[src/rtl/inst_rom_arbiter_if.sv]
// inst_rom_arbiter_if
//   Bundles the fetch (F), debug (D), flush and ROM-port signals shared by
//   the instruction-ROM arbiter and its surroundings.
//   Modports:
//     slave  : arbiter view (takes requests and ROM data; drives grants,
//              responses and the ROM chip-enable/address)
//     master : requester/ROM view (the mirror image)
//   Signals:
//     f_req/f_addr/f_gnt/f_rvalid/f_rdata/f_err : fetch requester
//     flush                                     : fetch redirect
//     d_req/d_addr/d_gnt/d_rvalid/d_rdata/d_err : debug requester
//     rom_ce/rom_pc/rom_inst                    : synchronous ROM port
interface inst_rom_arbiter_if #(
  parameter int AW = 32,
  parameter int DW = 32
) ();
  logic          f_req;
  logic [AW-1:0] f_addr;
  logic          f_gnt;
  logic          f_rvalid;
  logic [DW-1:0] f_rdata;
  logic          f_err;
  logic          flush;
  logic          d_req;
  logic [AW-1:0] d_addr;
  logic          d_gnt;
  logic          d_rvalid;
  logic [DW-1:0] d_rdata;
  logic          d_err;
  logic          rom_ce;
  logic [AW-1:0] rom_pc;
  logic [DW-1:0] rom_inst;

  modport slave (
    input  f_req, f_addr, flush, d_req, d_addr, rom_inst,
    output f_gnt, f_rvalid, f_rdata, f_err,
    output d_gnt, d_rvalid, d_rdata, d_err,
    output rom_ce, rom_pc
  );

  modport master (
    output f_req, f_addr, flush, d_req, d_addr, rom_inst,
    input  f_gnt, f_rvalid, f_rdata, f_err,
    input  d_gnt, d_rvalid, d_rdata, d_err,
    input  rom_ce, rom_pc
  );
endinterface

[src/rtl/inst_rom_arbiter.sv]
// inst_rom_arbiter
//   Shares one synchronous instruction-ROM read port between the CPU fetch
//   stage (F) and the debug/loader read-back port (D). Fixed priority F over
//   D, one access per cycle, response exactly one cycle after the grant.
//   Misaligned addresses are granted but never reach the ROM; they return an
//   error response with zero data. flush cancels fetch responses only.
//   Ports:
//     clk   : system clock, rising edge
//     rst_n : asynchronous active-low reset; all outputs forced to 0
//     bus   : inst_rom_arbiter_if.slave (requests, responses, ROM port)
//   Parameters: AW address width, DW data width, MAX_WAIT starvation limit.
//   Optional feature macro: INST_ROM_ARB_STARVE_GUARD_EN
//     defined   -> D is force-granted after MAX_WAIT cycles of waiting
//     undefined -> strict fixed priority, D may starve
//
//   Owner register (response slot for the next cycle):
//   state    | meaning
//   OWN_NONE | no response due (idle, or fetch cancelled by flush)
//   OWN_F    | fetch response due this cycle
//   OWN_D    | debug response due this cycle
module inst_rom_arbiter #(
  parameter int AW       = 32,
  parameter int DW       = 32,
  parameter int MAX_WAIT = 4
) (
  input  logic                clk,
  input  logic                rst_n,
  inst_rom_arbiter_if.slave   bus
);

  typedef enum logic [1:0] {
    OWN_NONE = 2'd0,
    OWN_F    = 2'd1,
    OWN_D    = 2'd2
  } owner_e;

  owner_e        owner_q, owner_nxt;
  logic          err_q, err_nxt;
  logic          force_d;
  logic          f_gnt, d_gnt;
  logic [AW-1:0] gnt_addr;
  logic          f_own, d_own;

`ifdef INST_ROM_ARB_STARVE_GUARD_EN
  localparam int WAIT_W = $clog2(MAX_WAIT + 1);
  localparam logic [WAIT_W-1:0] WAIT_MAX = WAIT_W'(MAX_WAIT);

  logic [WAIT_W-1:0] wait_cnt;

  always_ff @(posedge clk or negedge rst_n) begin
    if (!rst_n) begin
      wait_cnt <= '0;
    end else if (!bus.d_req || d_gnt) begin
      wait_cnt <= '0;
    end else if (wait_cnt != WAIT_MAX) begin
      wait_cnt <= wait_cnt + 1'b1;
    end
  end

  assign force_d = (wait_cnt == WAIT_MAX) & bus.d_req;
`else
  assign force_d = 1'b0;
`endif

  always_ff @(posedge clk or negedge rst_n) begin
    if (!rst_n) begin
      owner_q <= OWN_NONE;
      err_q   <= 1'b0;
    end else begin
      owner_q <= owner_nxt;
      err_q   <= err_nxt;
    end
  end

  // Grants are gated by rst_n so that a request held through reset cannot
  // reach the ROM or pulse a grant while reset is asserted.
  always_comb begin
    f_gnt     = rst_n & bus.f_req & ~force_d;
    d_gnt     = rst_n & bus.d_req & (~bus.f_req | force_d);
    gnt_addr  = '0;
    owner_nxt = OWN_NONE;
    err_nxt   = 1'b0;
    if (f_gnt) begin
      gnt_addr = bus.f_addr;
      // A fetch granted under flush is consumed but its slot stays empty.
      if (!bus.flush) begin
        owner_nxt = OWN_F;
        err_nxt   = |bus.f_addr[1:0];
      end
    end else if (d_gnt) begin
      gnt_addr  = bus.d_addr;
      owner_nxt = OWN_D;
      err_nxt   = |bus.d_addr[1:0];
    end
  end

  assign bus.f_gnt  = f_gnt;
  assign bus.d_gnt  = d_gnt;
  assign bus.rom_pc = gnt_addr;
  assign bus.rom_ce = (f_gnt | d_gnt) & ~(|gnt_addr[1:0]);

  assign f_own = (owner_q == OWN_F) & ~bus.flush;
  assign d_own = (owner_q == OWN_D);

  assign bus.f_rvalid = f_own;
  assign bus.f_err    = f_own & err_q;
  assign bus.f_rdata  = (f_own & ~err_q) ? bus.rom_inst : '0;

  assign bus.d_rvalid = d_own;
  assign bus.d_err    = d_own & err_q;
  assign bus.d_rdata  = (d_own & ~err_q) ? bus.rom_inst : '0;

endmodule
[src/flat_wrapper.sv]
// flat-port wrapper written by rule: the top's interface ports become plain ports
module inst_rom_arbiter_flat 
#(
  parameter int AW       = 32,
  parameter int DW       = 32,
  parameter int MAX_WAIT = 4
)
  (clk, rst_n, bus_f_req, bus_f_addr, bus_flush, bus_d_req, bus_d_addr, bus_rom_inst, bus_f_gnt, bus_f_rvalid, bus_f_rdata, bus_f_err, bus_d_gnt, bus_d_rvalid, bus_d_rdata, bus_d_err, bus_rom_ce, bus_rom_pc);
  inst_rom_arbiter_if #(.AW(AW), .DW(DW)) bus_i ();
  input  logic clk;
  input  logic rst_n;
  input wire logic [$bits(bus_i.f_req)-1:0] bus_f_req;
  input wire logic [$bits(bus_i.f_addr)-1:0] bus_f_addr;
  input wire logic [$bits(bus_i.flush)-1:0] bus_flush;
  input wire logic [$bits(bus_i.d_req)-1:0] bus_d_req;
  input wire logic [$bits(bus_i.d_addr)-1:0] bus_d_addr;
  input wire logic [$bits(bus_i.rom_inst)-1:0] bus_rom_inst;
  output wire logic [$bits(bus_i.f_gnt)-1:0] bus_f_gnt;
  output wire logic [$bits(bus_i.f_rvalid)-1:0] bus_f_rvalid;
  output wire logic [$bits(bus_i.f_rdata)-1:0] bus_f_rdata;
  output wire logic [$bits(bus_i.f_err)-1:0] bus_f_err;
  output wire logic [$bits(bus_i.d_gnt)-1:0] bus_d_gnt;
  output wire logic [$bits(bus_i.d_rvalid)-1:0] bus_d_rvalid;
  output wire logic [$bits(bus_i.d_rdata)-1:0] bus_d_rdata;
  output wire logic [$bits(bus_i.d_err)-1:0] bus_d_err;
  output wire logic [$bits(bus_i.rom_ce)-1:0] bus_rom_ce;
  output wire logic [$bits(bus_i.rom_pc)-1:0] bus_rom_pc;
  assign bus_i.f_req = bus_f_req;
  assign bus_i.f_addr = bus_f_addr;
  assign bus_i.flush = bus_flush;
  assign bus_i.d_req = bus_d_req;
  assign bus_i.d_addr = bus_d_addr;
  assign bus_i.rom_inst = bus_rom_inst;
  assign bus_f_gnt = bus_i.f_gnt;
  assign bus_f_rvalid = bus_i.f_rvalid;
  assign bus_f_rdata = bus_i.f_rdata;
  assign bus_f_err = bus_i.f_err;
  assign bus_d_gnt = bus_i.d_gnt;
  assign bus_d_rvalid = bus_i.d_rvalid;
  assign bus_d_rdata = bus_i.d_rdata;
  assign bus_d_err = bus_i.d_err;
  assign bus_rom_ce = bus_i.rom_ce;
  assign bus_rom_pc = bus_i.rom_pc;
  inst_rom_arbiter #(.AW(AW), .DW(DW), .MAX_WAIT(MAX_WAIT)) u_core (.clk(clk), .rst_n(rst_n), .bus(bus_i));
endmodule
[config.mk]
export PLATFORM = sky130hd
export DESIGN_NAME = inst_rom_arbiter_flat
export DESIGN_NICKNAME = d
export VERILOG_FILES = /design/src/rtl/inst_rom_arbiter_if.sv /design/src/rtl/inst_rom_arbiter.sv /design/src/flat_wrapper.sv
export SDC_FILE = /design/constraint.sdc
export NUM_CORES = 1
export LEC_CHECK = 0
export ABC_CLOCK_PERIOD_IN_PS = 3100
export BUFFER_PORTS_ARGS = -buffer_cell sky130_fd_sc_hd__buf_2
export CAP_MARGIN = 20
export CORE_AREA = 5 5 76 78
export CTS_CLUSTER_DIAMETER = 60
export DETAILED_ROUTE_END_ITERATION = 8
export DIE_AREA = 0 0 81 83
export GPL_ROUTABILITY_DRIVEN = 0
export PLACE_DENSITY = 0.67
export SYNTH_ARGS = -nofsm -noshare
export SYNTH_HDL_FRONTEND = slang
export SYNTH_SLANG_ARGS = --single-unit
[constraint.sdc]
create_clock -name clk -period 3.1 [get_ports clk]
set_input_delay 0.31 -clock clk [delete_from_list [all_inputs] [get_ports clk]]
set_output_delay 0.31 -clock clk [all_outputs]
set_load 0.02 [all_outputs]
Word-level counts from Yosys, hierarchy flattened. Index checks and enable logic that the tools add are counted. Widths: inputs -> output; s select.

Flip-flop bits (word level): 3. Logic and storage cells: 31. Output and inout port bits: 103.

Bitwise gates (word level): 14. Muxes and demuxes: 10. Reduce and logical (&&, ||, !) cells: 3. Equality and inequality tests: 2.

Operator list (count): $mux 32 (4); $and 1x1->1 (9); $reduce_or 2->1 (3); $mux 1 (4); $mux 2 (2); $not 1->1 (4); $eq 2x1->1 const B (1); $eq 2x2->1 const B (1); $or 1x1->1 (1).

Logic depth before layout (Yosys ltp). Gate-level depths: netlist (run 1).

Depth after elaboration: 7. Mapped depth: 4. Gate-level depth less buffers: 3.

Worst setup path after synthesis (run 1). No wires, ideal clock.

Path kind: reg2out. Start point: reg u_core.owner_q[1]. End point: out bus_f_err. Setup slack: 1469 ps. Arrival: 1321 ps. Data required time: 2790 ps. Buffers on the path: 0. Stages on the path, launching flop included: 3. Cells stage by stage: dfrtp_1 -> nor3b_1 -> and2_1.

Word-level cells in the longest chain between the ends: 3.

Ends and longest elaborated chain: from (decl) (line inst_rom_arbiter.sv:37) `owner_e owner_q, owner_nxt;`; from (signal assigned) (line inst_rom_arbiter.sv:70) `owner_q <= owner_nxt;`; $eq 2x1->1 (line inst_rom_arbiter.sv:102) `assign f_own = (owner_q == OWN_F) & ~bus.flush;`; $and 1x1->1 (line inst_rom_arbiter.sv:102); net bus_f_rvalid (line flat_wrapper.sv:19) `output wire logic [$bits(bus_i.f_rvalid)-1:0] bus_f_rvalid;`; $and 1x1->1 (line inst_rom_arbiter.sv:106) `assign bus.f_err = f_own & err_q;`; to (decl) (line flat_wrapper.sv:21) `output wire logic [$bits(bus_i.f_err)-1:0] bus_f_err;`.

The timed path passes the listed nets, and every way through them passes these cells.

Worst setup path in the final report (run 1).
Start point: in rst_n. End point: out bus_rom_pc[28].

Word-level cells in the longest chain between the ends: 4. Elaborated cells between the ends (all ways): 5.

Ends and longest elaborated chain: from (decl) (line flat_wrapper.sv:11) `input logic rst_n;`; $and 1x1->1 (2 in series) (line inst_rom_arbiter.sv:79) `d_gnt = rst_n & bus.d_req & (~bus.f_req | force_d);`; $mux 32 (line inst_rom_arbiter.sv:90) `end else if (d_gnt) begin`; $mux 32 * (line inst_rom_arbiter.sv:83) `if (f_gnt) begin`; to (decl) (line flat_wrapper.sv:27) `output wire logic [$bits(bus_i.rom_pc)-1:0] bus_rom_pc;`.

Every way passes the cells marked *; elsewhere a longest branch is shown, timed or not.

==> qor.txt, run 1 <==
status - completed
PwrDens - 189 nW/um^2
Setup Viol. Count Final - 0
Setup Buffers After CTS - 0
DP HPWL - 4930 um
footprint of the multi-input gates - 798 um^2
row cnt - 26
WL per Instance - 13.7 um
Int Power - 0.234 mW
post-route minimum period - 2530 ps
Placed Instance Area - 2000 um^2
core area - 5010 um^2
post-synthesis net count - 230
CTS buffer count - 3
Ys Warns - 0
worst-margin pin slew - 956 ps
Final nets - 429
CP Launch Point - rst_n
PortBufs - 203
Rel. slew slack - 36.2%
Clock Power Share - 28.8%
Pwr Total - 0.388 mW
pin count of the biggest net entering global routing - 34
#FFs+latches synth - 3
Final Non-Filler Cells - 397
CP max FO - 33
DRT iter0 DRCs - 46
TritonCTS Sinks - 3
Synth Cell Area - 945 um^2
initial antenna violation count - 0
clk buf depth - 2
Via-to-Cell Ratio - 4.28
Fmax - 0.396 GHz
# DRC - 0
die span in y - 83 um
combinational fraction of design power - 59.9%
remaining antenna violation count - 0
sequential element share of the synthesized area - 7.95%
Worst Setup End Kind - output port
share of cells above drive strength 1 - 64.5%
via count - 1700
Worst Hold Class - in2reg
sequential power share - 11.3%
clock root cell - clkbuf_8
antenna cells - 0
WL final - 5430 um
H-tree lvl count - 1
die area - 6720 um^2
Overflow after GRT - 0
clock-pin slew on the worst setup and hold paths - 30 ps
Design Area, Final - 2060 um^2
# fillers - 551
count of pins over their slew limit - 0
Fin. Hold Viols - 0
dpl cells - 392
Max VDD drop - 131 uV
Setup TNS - 0 ps
max cap viols - 0
I/O Pins - 204
first-pass GRT wire length - 8210 um
Lkg Pwr - 1.39 nW
Worst EP arrival - 2220 ps
WS Path Type - in2out
Sequential Area - 75.1 um^2
CTS tree - yes
Net Sw Frac - 39.7%
DRT Pass-1 Iters - 4
syn avg cell area - 7.32 um^2
Core Util, Final - 41.1%
HP Start - bus_flush
area added between synthesis and finish - 118%
RSZ-0062 raised after global routing - false
Total Routing Usage GR - 15.0%
post-synthesis cell count - 129
Die Wd - 81 um
vias in the first global route - 1676
Worst setup SP type - primary input
switching power - 0.154 mW
final period utilization - 81.6%
Starting Density - 18.9%
Cell variety after synth - 17
required time of the critical path - 2790 ps
-- sequential cells by signal (all words and copies together) (netlist names) --
| register | flops |
|---|---|
| u_core.err_q | 1 |
| u_core.owner_q | 2 |
-- path summary, 6_finish.rpt --
kind                                      to  slack, ps  depth (start not counted)
max                           bus_rom_pc[28]        570                          6
min                        u_core.owner_q[0]        330                          2
max in group asynchronous  u_core.owner_q[0]       2530                          2
min in group asynchronous       u_core.err_q        440                          2
-- cell usage after synthesis --
cell type | instances | area share (%)
a22o_1 | 32 | 30
nor3b_1 | 2 | 1.6
o21a_1 | 1 | 0.79
o32ai_1 | 1 | 0.93
nand3b_1 | 1 | 0.79
nor2_1 | 3 | 1.2
nor4b_1 | 1 | 0.93
inv_2 | 1 | 0.40
nor2b_1 | 1 | 0.66
buf_2 | 6 | 3.2
nor3b_2 | 1 | 1.3
clkbuf_2 | 6 | 3.2
nand2_1 | 1 | 0.40
dfrtp_1 | 3 | 7.9
nor4b_4 | 1 | 2.5
inv_1 | 2 | 0.79
and2_1 | 66 | 44
-- cells by family (layout without fill, tap and decap cells) --
group	Yosys count	after routing	synth area share (%)
AOI/OAI and AO/OA	34	34	31.4
buffers and inverters	15	213	7.55
DFF	3	3	7.95
and+or+nand+nor	77	77	53.1
-- critical path: stages --
cell,delay [ps]
dlygate4sd3_1,520
buf_2,160
nand2_1,90
inv_1,700
a22o_1,250
buf_2,170
-- timing repair --
action	4_1_cts	5_1_grt
hold endpoints to repair	3	0
gates resized for setup	0	0
hold buffers	1	0
-- metal layers --
layer / vias up / GRT usage (%) / wire, um
met2: 131 / 28.4 / 2720
met4: 0 / 4.61 / 80
li1: 845 / - / -
met1: 718 / 14.4 / 1720
met3: 6 / 5.84 / 908
met5: - / 0 / 0
-- area by class of cell --
class	instances	area share, %
flip-flops and latches	3	3.65
clock buffers	4	2.19
well taps	70	4.26
multi-input cells	111	38.8
repair buffers	206	50.6
inverters	3	0.547
-- power groups by stage --
| stage | Combinational [mW] | Clock [mW] | Sequential (mW) |
|---|---|---|---|
| finish | 0.233 | 0.112 | 0.0438 |
| global route | 0.252 | 0.123 | 0.0442 |
| CTS | 0.235 | 0.115 | 0.0439 |
| detailed placement | 0.234 | 0 | 0.0443 |
| global placement | 0.233 | 0 | 0.0441 |
| floorplan | 0.117 | 0 | 0.0438 |
-- cells in the final DEF, fill, tap and decap left out --
cell type / n
nor3b_1: 2
inv_2: 1
o32ai_1: 1
nor2_1: 3
nor4b_1: 1
inv_1: 2
nor4b_4: 1
dlygate4sd3_1: 1
a22o_1: 32
o21a_1: 1
clkbuf_8: 3
nand3b_1: 1
buf_4: 2
nand2_1: 1
clkbuf_1: 1
and2_1: 66
nor3b_2: 1
dfrtp_1: 3
buf_2: 203
nor2b_1: 1
-- per-stage QoR --
stage                     worst slack (ps)  hold WS (ps)
after floorplan                       1470          14.4
after global placement                1190           124
after detailed placement              1140           126
after CTS                              598           334
after global routing                   414           345
final                                  572           333
Power figures use the tool's default switching activity.
==> run 2, diff against run 1 <==
ABC_CLOCK_PERIOD_IN_PS = 2270   (was 3100)
PLACE_DENSITY = 0.7   (was 0.67)
clock period = 2.27 ns   (was 3.1 ns; I/O delays follow)
==> run 2 against run 1 <==
Against the previous run: global-route usage decreased by 0.65 points; combinational power increased by 36%; final cell count increased by 0.25%; clock power increased by 38%; non-clock buffer count increased by 1; via count decreased by 0.47%; critical path depth unchanged; design area increased by 0.36%; power increased by 37%; critical endpoint is now bus_rom_pc[17].
==> qor.txt, run 2 (synthesized netlist as in run 1, its figures left out) <==
Die Wd - 81 um (unchanged)
post-route minimum period - 2110 ps
final period utilization - 92.8%
Fin. Hold Viols - 0 (unchanged)
vias in the first global route - 1676 (unchanged)
DRT Pass-1 Iters - 4 (unchanged)
clk buf depth - 2 (unchanged)
most frequent cells in the layout - buf_2, and2_1, a22o_1
count of pins over their slew limit - 0 (unchanged)
Lkg Pwr - 1.40 nW (+0.37%)
Largest register FFs - 2 (unchanged)
PwrDens - 257 nW/um^2 (+36%)
clock-pin slew on the worst setup and hold paths - 30 ps (about the same)
Fmax - 0.475 GHz
Final Non-Filler Cells - 398 (+0.25%)
I/O Pins - 204 (unchanged)
TritonCTS Sinks - 3 (unchanged)
area added between synthesis and finish - 119%
CTS tree - yes
Pwr Total - 0.531 mW (+37%)
die area - 6720 um^2 (unchanged)
WL final - 5200 um (-4.3%)
remaining antenna violation count - 0 (unchanged)
required time of the critical path - 2040 ps (-750 ps)
PortBufs - 203 (unchanged)
H-tree lvl count - 1 (unchanged)
Largest Register - u_core.owner_q
Total Routing Usage GR - 14.4% (-0.65 points)
DRT iter0 DRCs - 44 (-4.3%)
first-pass GRT wire length - 7880 um (-4.0%)
# DRC - 0 (unchanged)
pin count of the biggest net entering global routing - 34 (unchanged)
Max VDD drop - 201 uV (+53%)
worst-margin pin slew - 522 ps (-434 ps)
max cap viols - 0 (unchanged)
share of cells above drive strength 1 - 64.6% (+0.11 points)
row cnt - 26 (unchanged)
initial antenna violation count - 0 (unchanged)
DP HPWL - 4730 um (-4.2%)
CP max FO - 33 (unchanged)
WS Path Type - in2out
Rel. slew slack - 65.1% (+29 points)
Worst Hold Class - in2reg
Worst EP arrival - 1880 ps (-340 ps)
antenna cells - 0 (unchanged)
Setup Viol. Count Final - 0 (unchanged)
RSZ-0062 raised after global routing - false
Overflow after GRT - 0 (unchanged)
commonest non-fill, non-tap cell in the layout - buf_2
Worst setup SP type - primary input
dpl cells - 393 (+0.26%)
Starting Density - 18.9% (unchanged)
via count - 1692 (-0.47%)
CTS buffer count - 3 (unchanged)
WL per Instance - 13.1 um (-4.5%)
Top Registers - u_core.owner_q (2), u_core.err_q (1)
die span in y - 83 um (unchanged)
Via-to-Cell Ratio - 4.25 (-0.72%)
core area - 5010 um^2 (unchanged)
Final nets - 430 (+0.23%)
Setup TNS - 0 ps (unchanged)
status - completed
clock root cell - clkbuf_8
Worst Setup End Kind - output port
## run 2: worst paths after layout
check                           from                 to  slack [ps]  cells past startpoint
worst max-delay path           rst_n     bus_rom_pc[17]         160                      6
max in group asynchronous      rst_n  u_core.owner_q[0]        1780                      2
worst min-delay path       bus_flush  u_core.owner_q[0]         250                      2
min in group asynchronous      rst_n  u_core.owner_q[1]         350                      2
## run 2: per-layer routing
| layer | part of all wire [%] | global-route usage [%] | wire [um] |
|---|---|---|---|
| met5 | 0 | 0 | 0 |
| met4 | 3.2 | 6.30 | 165 |
| met3 | 15 | 4.22 | 769 |
| met2 | 48 | 25.6 | 2480 |
| met1 | 34 | 15.2 | 1790 |
## run 2: repair_timing
| action | CTS | global route |
|---|---|---|
| buffers inserted | 0 | 0 |
| setup endpoints to repair | 0 | 0 |
| resized for setup | 0 | 0 |
| hold buffers | 1 | 0 |
| hold endpoints to repair | 3 | 0 |
## run 2: power by group
part	internal, mW	total, mW	switching [mW]
Combinational	0.144	0.317	0.173
Clock	0.120	0.154	0.0344
Sequential	0.0564	0.0601	0.00371
Total	0.320	0.531	0.211
## run 2: layout make-up
type	instances	area, um^2
sequential	3	75.1
fill	542	2940
inverter	3	11.3
multi-input combinational	111	798
timing repair buffer	207	1050
clock buffer	4	45.0
tap	70	87.6
## run 2: critical path, cell delays in order
cell and delay (ps):
dlygate4sd3_1 520, buf_2 160, nand3b_1 140, inv_2 420, a22o_1 240, buf_2 170
## run 2: metrics by stage
step | area [um^2] | setup WS (ps) | hold WS (ps) | util (%)
after floorplan | 945 | 722 | -68.6 | -
after global placement | 2010 | 683 | 42.9 | 40.1
after detailed placement | 2010 | 664 | 45.3 | 40.1
after CTS | 2070 | 142 | 245 | 41.2
after global routing | 2070 | 25.4 | 250 | 41.2
final | 2070 | 164 | 249 | 41.2
==> run 3, diff against run 2 <==
ABC_AREA = 1   (was default)
PLACE_DENSITY = 0.71   (was 0.7)
==> run 3 against run 2 <==
Against the previous run: highest routed layer unchanged; first-iteration DRC count down 32%; clock power about the same; critical path type unchanged; area after synthesis up 5.8%; die area unchanged; clock-buffer cell count unchanged; largest power group unchanged.
==> qor.txt, run 3 <==
status - completed
worst-margin pin slew - 548 ps (+25.2 ps)
initial antenna violation count - 0 (unchanged)
CTS buffer count - 3 (unchanged)
DP HPWL - 4840 um (+2.4%)
WL final - 5370 um (+3.3%)
Total Routing Usage GR - 14.6% (+0.24 points)
# fillers - 583 (+7.6%)
syn avg cell area - 4.35 um^2 (-41%)
top_reg_cell synth - dfrtp_1
Ys Warns - 0 (unchanged)
Fmax - 0.490 GHz (+3.2%)
share of cells above drive strength 1 - 50.1% (-15 points)
setup slack at placement - 669 ps (+5.36 ps)
Worst setup SP type - primary input
most frequent cells in the layout - buf_2, nand2_1, nor2_1
row cnt - 26 (unchanged)
Cell variety after synth - 16 (-1)
remaining antenna violation count - 0 (unchanged)
count of pins over their slew limit - 0 (unchanged)
Starting Density - 20.0% (+1.1 points)
Max VDD drop - 138 uV (-31%)
dpl cells - 492 (+25%)
Design Area, Final - 2080 um^2 (+0.61%)
ys async rst share - 100% (unchanged)
most frequent cell after synthesis - nand2_1
Largest register FFs - 2 (unchanged)
Setup Viol. Count Final - 0 (unchanged)
Lkg Pwr - 1.67 nW (+20%)
Via-to-Cell Ratio - 3.88 (-8.8%)
vias in the first global route - 1786 (+6.6%)
PortBufs - 203 (unchanged)
core area - 5010 um^2 (unchanged)
max cap viols - 0 (unchanged)
pin count of the biggest net entering global routing - 35 (+2.9%)
Worst EP arrival - 1810 ps (-70 ps)
PwrDens - 257 nW/um^2 (-0.17%)
required time of the critical path - 2040 ps (about the same)
Synth Cell Area - 1000 um^2 (+5.8%)
DRT iter0 DRCs - 30 (-32%)
Post-synth EDFFs - 0 (unchanged)
Largest Register - u_core.owner_q
commonest non-fill, non-tap cell in the layout - buf_2
die area - 6720 um^2 (unchanged)
H-tree lvl count - 1 (unchanged)
CTS tree - yes
top cells by area, synth - nand2_1, nor2_1, inv_1
WL per Instance - 10.8 um (-17%)
Setup TNS - 0 ps (unchanged)
final period utilization - 89.8% (-2.9 points)
RSZ-0062 raised after global routing - false
DRT Pass-1 Iters - 4 (unchanged)
clk buf depth - 2 (unchanged)
Setup Buffers After CTS - 0 (unchanged)
area added between synthesis and finish - 108%
Final Non-Filler Cells - 497 (+25%)
die span in y - 83 um (unchanged)
WS Path Type - in2out
Top Registers - u_core.owner_q (2), u_core.err_q (1)
top cells by count, synth - nand2_1, nor2_1, inv_1, buf_2, buf_4
antenna cells - 0 (unchanged)
clock root cell - clkbuf_8
Core Util, Final - 41.5% (+0.25 points)
CP max FO - 31 (-6.1%)
TritonCTS Sinks - 3 (unchanged)
I/O Pins - 204 (unchanged)
Fin. Hold Viols - 0 (unchanged)
# DRC - 0 (unchanged)
Die Wd - 81 um (unchanged)
Rel. slew slack - 63.4% (-1.8 points)
final worst slack - 231 ps (+66.2 ps)
sequential element share of the synthesized area - 7.51% (-0.44 points)
post-synth top area share - 36.4% (-7.3 points)
#FFs+latches synth - 3 (unchanged)
Worst Setup End Kind - output port
Worst Hold Class - in2reg
clock-pin slew on the worst setup and hold paths - 30 ps (about the same)
post-route minimum period - 2040 ps (-66.2 ps)
Final nets - 529 (+23%)
Overflow after GRT - 0 (unchanged)
Placed Instance Area - 2020 um^2 (+0.56%)
post-synthesis cell count - 230 (+78%)
via count - 1927 (+14%)
first-pass GRT wire length - 8160 um (+3.5%)
post-synthesis net count - 331 (+44%)
post-synth top area cell - nand2_1
==> run 3: cell count changes in the layout (fill, tap and decap cells not counted), sizes merged, moves of 2 or more <==
cell   delta
and2     -66
nand4     +2
nor4b     -2
nand3     +4
nor2     +65
inv      +37
nand2    +98
nor3b     -3
a22o     -32
buf       -2
==> run 3: cells by family after synthesis <==
logic type	Yosys count	share of synthesized area (%)
AO/OA/AOI/OAI	1	0.751
buffers and inverters	52	24.0
flip-flops	3	7.51
AND/OR/NAND/NOR	174	67.7
==> run 3: per-stage QoR <==
stage / power, mW / hold WS (ps)
finish: 0.534 / 192
global route: 0.577 / 202
CTS: 0.541 / 191
detailed placement: 0.385 / 63.4
global placement: 0.383 / 57.5
floorplan: 0.231 / -68.6
==> run 3: path summary, 6_finish.rpt <==
path / startpoint / endpoint / slack [ps] / depth (start not counted)
worst max-delay path: rst_n / bus_rom_pc[20] / 230 / 7
worst min-delay path: bus_flush / u_core.owner_q[0] / 190 / 2
max in group asynchronous: rst_n / u_core.owner_q[1] / 1740 / 2
min in group asynchronous: rst_n / u_core.owner_q[0] / 380 / 2
==> run 3: area by class of cell <==
class                      instances  area (um^2)  share of cell area, %
inverter                          40          153                   7.34
multi-input combinational        175          684                   32.9
clock buffer                       4         45.0                   2.17
sequential                         3         75.1                   3.61
tap                               70         87.6                   4.21
timing repair buffer             205         1030                   49.7
==> run 3: critical path: stages <==
cell and delay (ps):
dlygate4sd3_1 520, buf_2 190, nand3_1 130, inv_2 370
nand2_1 120, nand2_1 80, buf_2 160
==> run 3: layer usage <==
metal  part of all wire [%]  global-route usage (%)
met2                     49                    28.2
met4                   0.35                    2.76
met1                     35                    14.3
met5                      0                       0
met3                     16                    5.52
==> run 3: what timing repair did <==
| action | 4_1_cts | 5_1_grt |
|---|---|---|
| gates resized for setup | 0 | 1 |
| hold buffers | 1 | 0 |
| hold endpoints to repair | 3 | 0 |
| endpoints found under the setup margin | 0 | 1 |
==> run 3: power breakdown <==
group | leakage, nW | internal [mW] | switching (mW)
Clock | 0.0228 | 0.119 | 0.0315
Combinational | 1.61 | 0.128 | 0.197
Sequential | 0.0400 | 0.0565 | 0.00122
